--- src/rtl/fwd_hazard_unit.sv ---
// rtl/fwd_hazard_unit.sv - operand forwarding, hazard detection and MDU scoreboard for a 5-stage pipeline
module fwd_hazard_unit #(
    parameter int NPORT = 2,
    parameter int RA_W  = 5,
    parameter int LAT_W = 6,
    parameter int CNT_W = 32
) (
    input  logic                    clk,
    input  logic                    resetn,
    input  logic [NPORT*RA_W-1:0]   srcD,
    input  logic [NPORT-1:0]        useD,
    input  logic [NPORT*RA_W-1:0]   srcE,
    input  logic [RA_W-1:0]         WAE,
    input  logic [RA_W-1:0]         WAM,
    input  logic [RA_W-1:0]         WAW,
    input  logic                    wregE,
    input  logic                    wregM,
    input  logic                    wregW,
    input  logic                    memrdE,
    input  logic                    memrdM,
    input  logic                    mdu_startE,
    input  logic [LAT_W-1:0]        mdu_latE,
    input  logic [RA_W-1:0]         mdu_dstE,
    input  logic                    clr_cnt,
    output logic [NPORT-1:0]        forwardD,
    output logic [2*NPORT-1:0]      forwardE,
    output logic                    stallF,
    output logic                    stallD,
    output logic                    stallE,
    output logic                    flushE,
    output logic                    flushM,
    output logic                    mdu_busy,
    output logic                    mdu_wb,
    output logic [CNT_W-1:0]        stall_cnt
);

    typedef enum logic [1:0] {
        S_IDLE = 2'd0,
        S_BUSY = 2'd1,
        S_DONE = 2'd2
    } state_t;

    state_t             state_q, state_d;
    logic [LAT_W-1:0]   cnt_q, cnt_d;
    logic [RA_W-1:0]    mdu_dst_q, mdu_dst_d;
    logic               pending_q, pending_d;
    logic [CNT_W-1:0]   stall_cnt_q, stall_cnt_d;

    logic               ld_haz, br_haz, sb_haz, dstall, sstall;

    assign mdu_busy  = (state_q != S_IDLE);
    assign mdu_wb    = (state_q == S_DONE);
    assign stall_cnt = stall_cnt_q;

    // A new op may be accepted from IDLE or in the writeback cycle of the previous one.
    always_comb begin
        state_d   = state_q;
        cnt_d     = cnt_q;
        mdu_dst_d = mdu_dst_q;
        pending_d = pending_q;
        case (state_q)
            S_IDLE: begin
                if (mdu_startE) begin
                    state_d   = S_BUSY;
                    cnt_d     = (mdu_latE == '0) ? LAT_W'(1) : mdu_latE;
                    mdu_dst_d = mdu_dstE;
                    pending_d = 1'b1;
                end
            end
            S_BUSY: begin
                cnt_d = cnt_q - LAT_W'(1);
                if (cnt_q <= LAT_W'(1)) begin
                    state_d = S_DONE;
                end
            end
            S_DONE: begin
                pending_d = 1'b0;
                if (mdu_startE) begin
                    state_d   = S_BUSY;
                    cnt_d     = (mdu_latE == '0) ? LAT_W'(1) : mdu_latE;
                    mdu_dst_d = mdu_dstE;
                    pending_d = 1'b1;
                end else begin
                    state_d = S_IDLE;
                end
            end
            default: begin
                state_d = S_IDLE;
            end
        endcase
    end

    always_comb begin
        ld_haz   = 1'b0;
        br_haz   = 1'b0;
        sb_haz   = 1'b0;
        forwardD = '0;
        forwardE = '0;
        for (int p = 0; p < NPORT; p++) begin
            if (srcD[p*RA_W +: RA_W] != '0) begin
                if (wregM && !memrdM && (srcD[p*RA_W +: RA_W] == WAM)) begin
                    forwardD[p] = 1'b1;
                end
                if (memrdE && wregE && (srcD[p*RA_W +: RA_W] == WAE)) begin
                    ld_haz = 1'b1;
                end
                if (useD[p] && (((srcD[p*RA_W +: RA_W] == WAE) && wregE) ||
                                ((srcD[p*RA_W +: RA_W] == WAM) && memrdM))) begin
                    br_haz = 1'b1;
                end
                if (pending_q && !mdu_wb && (srcD[p*RA_W +: RA_W] == mdu_dst_q)) begin
                    sb_haz = 1'b1;
                end
            end
            if (srcE[p*RA_W +: RA_W] != '0) begin
                if (mdu_wb && (srcE[p*RA_W +: RA_W] == mdu_dst_q)) begin
                    forwardE[2*p +: 2] = 2'b11;
                end else if (wregM && !memrdM && (srcE[p*RA_W +: RA_W] == WAM)) begin
                    forwardE[2*p +: 2] = 2'b01;
                end else if (wregW && (srcE[p*RA_W +: RA_W] == WAW)) begin
                    forwardE[2*p +: 2] = 2'b10;
                end
            end
        end
    end

    // A structural stall holds E as well, so E must not be flushed under it.
    always_comb begin
        dstall = ld_haz | br_haz | sb_haz;
        sstall = mdu_startE && (state_q == S_BUSY);
        stallF = dstall | sstall;
        stallD = dstall | sstall;
        stallE = sstall;
        flushE = dstall & ~sstall;
        flushM = sstall;
    end

    always_comb begin
        stall_cnt_d = stall_cnt_q;
        if (clr_cnt) begin
            stall_cnt_d = '0;
        end else if (stallD && (stall_cnt_q != '1)) begin
            stall_cnt_d = stall_cnt_q + CNT_W'(1);
        end
    end

    always_ff @(posedge clk) begin
        if (!resetn) begin
            state_q     <= S_IDLE;
            cnt_q       <= '0;
            mdu_dst_q   <= '0;
            pending_q   <= 1'b0;
            stall_cnt_q <= '0;
        end else begin
            state_q     <= state_d;
            cnt_q       <= cnt_d;
            mdu_dst_q   <= mdu_dst_d;
            pending_q   <= pending_d;
            stall_cnt_q <= stall_cnt_d;
        end
    end

endmodule

--- config.mk ---
export PLATFORM = sky130hd
export DESIGN_NAME = fwd_hazard_unit
export DESIGN_NICKNAME = d
export VERILOG_FILES = /design/src/rtl/fwd_hazard_unit.sv
export SDC_FILE = /design/constraint.sdc
export NUM_CORES = 1
export LEC_CHECK = 0
export ABC_AREA = 1
export CAP_MARGIN = 25
export CORE_MARGIN = 3
export CORE_UTILIZATION = 47
export DETAILED_ROUTE_END_ITERATION = 12
export HOLD_SLACK_MARGIN = 0.15
export PLACE_DENSITY = 0.78
export SKIP_LAST_GASP = 1
export SLEW_MARGIN = 10
export SYNTH_ARGS = -nofsm -noshare
export SYNTH_HDL_FRONTEND = slang
export SYNTH_SLANG_ARGS = --single-unit
export TNS_END_PERCENT = 100
--- constraint.sdc ---
create_clock -name clk -period 2 [get_ports clk]
set_clock_uncertainty 0.05 [all_clocks]
set_input_delay 0.2 -clock clk [delete_from_list [all_inputs] [get_ports clk]]
set_output_delay 0.2 -clock clk [all_outputs]
set_load 0.01 [all_outputs]
==> results.sh <==
export IMPL_status="finished, final reports clean"
export IMPL_critPathKind="input pin to primary output"
export IMPL_yosysWarningCount=0
export IMPL_fp_dieW_um=93.62
export IMPL_overflow=0
export IMPL_max_clock_freq_mhz=513.4
export IMPL_synth_top_cell_by_area="dfxtp_1"
export IMPL_rsz0062_at_grt="yes"
export IMPL_io_buffers=101
export IMPL_synth_cells=576
export IMPL_ys_flop_type="dfxtp_1"
export IMPL_dieArea_um2=8765
export IMPL_r2r_end="stall_cnt[24]$_SDFFE_PP0P_"
export IMPL_die_h_um=93.62
export IMPL_grt_pass1_vias=4244
export IMPL_antenna_found_initial=0
export IMPL_routed_via_count=4468
export IMPL_slew_viol_final=0
export IMPL_cts_root_buf="clkbuf_8"
export IMPL_p_int_uw=1562
export IMPL_setup_viol=0
export IMPL_synth_edf_count=0
export IMPL_numCtsBuffers=5
export IMPL_syn_to_final_growth_pct=46.29
export IMPL_p_switching_uw=777.2
export IMPL_wl_per_cell_um=15.10
export IMPL_synth_common_cells="nand2_1, nor2_1, a21oi_1"
export IMPL_path_clk_slew_ns=0.10
export IMPL_cp_arrival_ns=1.70
export IMPL_ff2ff_path_depth=10
export IMPL_ir_drop_uv=371.5
export IMPL_placementRows=31
export IMPL_p_seq_frac=0.423
export IMPL_hp_start="mdu_dstE[4]"
export IMPL_drtIter0Drc=248
export IMPL_drive_gt1_frac=0.1602
export IMPL_p_leak_uw=0.002214
export IMPL_hold_viol_final=0
export IMPL_holdCritPathClass="input pin to register"
export IMPL_syn_avg_cell_area_um2=6.265
export IMPL_synth_cell_types=33
export IMPL_sw_frac_of_total=0.3323
export IMPL_stdcell_count=823
export IMPL_period_share=0.9739
export IMPL_clock_power_share=0.272
export IMPL_syn_cell_area_um2=3608
export IMPL_synthArstFlopShare=0
export IMPL_cap_violations=0
export IMPL_initial_core_util=0.4896
export IMPL_num_antenna_cells=0
export IMPL_coreArea_um2=7370
export IMPL_grt_max_degree=33
export IMPL_start_kind="input pin"
export IMPL_clock_latency_ns=0.30
export IMPL_firstDrtPassIters=5
export IMPL_rr_startpoint="stall_cnt[0]$_SDFFE_PP0P_"
export IMPL_holdPathEnd="mdu_dst_q[4]$_SDFFE_PN0P_"
export IMPL_rrSetupSlack_ns=0.10
export IMPL_hold_depth=3
export IMPL_yosysSeqAreaShare=0.2552
export IMPL_ys_top_cells_by_area="dfxtp_1, nand2_1, xor2_1"
export IMPL_setup_tns_ns=0
export IMPL_dp_cells=814
export IMPL_required_ns=1.75
export IMPL_cts_tree="built"
export IMPL_finalNetCount=783
export IMPL_grt_total_usage=0.2764
export IMPL_drc=0
export IMPL_post_dp_hpwl_um=9708
export IMPL_cts_sinks=46
export IMPL_syn_nets=636
export IMPL_wirelength_um=12430
export IMPL_comb_power_share=0.304
export IMPL_htree_levels=2
export IMPL_fin_crit_ns=1.948
export IMPL_worst_pin_slew_ns=0.4454
export IMPL_crit_path_end_kind="primary output"
export IMPL_grt_pass1_wl_um=20120
export IMPL_power_density_nw_per_um2=443.1
export IMPL_max_slew_margin=0.7008
export IMPL_crit_fanout=5
export IMPL_synth_seq_cells=46
export IMPL_num_io_pins=102
export IMPL_drtAntennaViolNets=0
export IMPL_yosysMostFrequentCell="nand2_1"
export IMPL_post_synth_top_area_fraction=0.2552
export IMPL_place_congestion=0.9755
export IMPL_via_per_inst=5.429
export IMPL_max_clock_path_buffers=2
-- per-layer routing --
| metal | routed length [um] | vias up | GRT usage |
|---|---|---|---|
| li1 | - | 2204 | - |
| met1 | 5590 | 2082 | 0.3930 |
| met2 | 5778 | 172 | 0.4556 |
| met3 | 977 | 10 | 0.04023 |
| met4 | 81 | 0 | 0.03490 |
| met5 | 0 | - | 0 |
-- power by group through the flow --
stage	Combinational [uW]	Sequential (uW)	Clock [uW]
floorplan	357	995	0
global placement	679	1010	0
detailed placement	689	1010	0
CTS	687	988	640
global route	780	995	684
finish	712	990	636
-- cells by family (layout without fill, tap and decap cells) --
kind of cell,count (synthesis),count (layout),share of synthesized area
simple gates,287,287,0.3485
compound gates,103,103,0.1581
buf+inv,81,229,0.09189
xor+xnor,56,56,0.1359
flops,46,46,0.2552
fa+ha+maj,3,3,0.01040
-- worst max path at each step --
stage | from | endpoint | slack [ns]
3_3_place_gp | srcD[2] | flushE | -0.42
3_5_place_dp | srcD[2] | flushE | -0.42
2_1_floorplan | stall_cnt[1]$_SDFFE_PP0P_ | stall_cnt[10]$_SDFFE_PP0P_ | 0.19
5_1_grt | WAE[4] | flushE | -0.09
4_1_cts | srcD[8] | flushE | -0.1
6_report | WAM[3] | flushE | 0.05
-- layout make-up --
cell class / instances / area [um^2]
Fill cell: 665 / 2091
Inverter: 60 / 225.2
Tap cell: 99 / 123.9
Clock buffer: 5 / 68.82
Multi-Input combinational cell: 449 / 2425
Clock inverter: 3 / 28.78
Timing Repair Buffer: 161 / 1479
Sequential cell: 46 / 928.4
-- critical path: stages --
cell and delay, ns:
clkdlybuf4s50_1 0.44, buf_4 0.18, nand2_1 0.06, nand2_1 0.04, nor2_1 0.14, nand4_1 0.10
nand2_1 0.07, nand2_1 0.10, nand3_1 0.09, nand2_1 0.06, inv_1 0.07, clkbuf_2 0.13
-- stage by stage --
step | total power [uW] | worst slack, ns | area, um^2 | utilization | hold WS [ns]
after floorplan | 1352 | 0.1901 | 3608 | - | 0.2849
after global placement | 1685 | -0.4183 | 5105 | 0.6927 | 0.4152
after detailed placement | 1697 | -0.4177 | 5105 | 0.6927 | 0.4311
after CTS | 2315 | -0.09586 | 5211 | 0.7071 | 0.4246
after global routing | 2459 | -0.08879 | 5279 | 0.7163 | 0.4234
final | 2339 | 0.05223 | 5279 | 0.7163 | 0.4257
-- registers in the layout, indices dropped and copies added, names as in the netlist --
register	count
mdu_dst_q	5
pending_q	1
state_q	2
stall_cnt	32
cnt_q	6
-- what timing repair did --
| item | CTS | global route |
|---|---|---|
| resized for setup | 34 | 40 |
| hold buffers | 0 | 0 |
| setup buffers | 0 | 0 |
| pin swaps | 2 | 9 |
| endpoints found under the setup margin | 43 | 41 |
| cloned | 0 | 1 |
-- cell usage in the layout (no fill, tap or decap), types with 4 or more instances in the layout --
cell type and instances:
dlymetal6s2s_1 7, clkdlybuf4s50_1 75, nand4_1 12, nor2_1 55, o21ai_0 22, nor3_1 17
inv_2 11, o22ai_1 14, dlygate4sd2_1 12, buf_4 55, dfxtp_2 6, xor2_1 34
nor2_2 6, xnor2_1 22, inv_1 49, a21oi_2 4, clkbuf_2 5, clkbuf_8 5
nand2_1 137, nand3_1 43, a21oi_1 50, dfxtp_1 40
No activity file was read; power rests on OpenSTA's default activity.
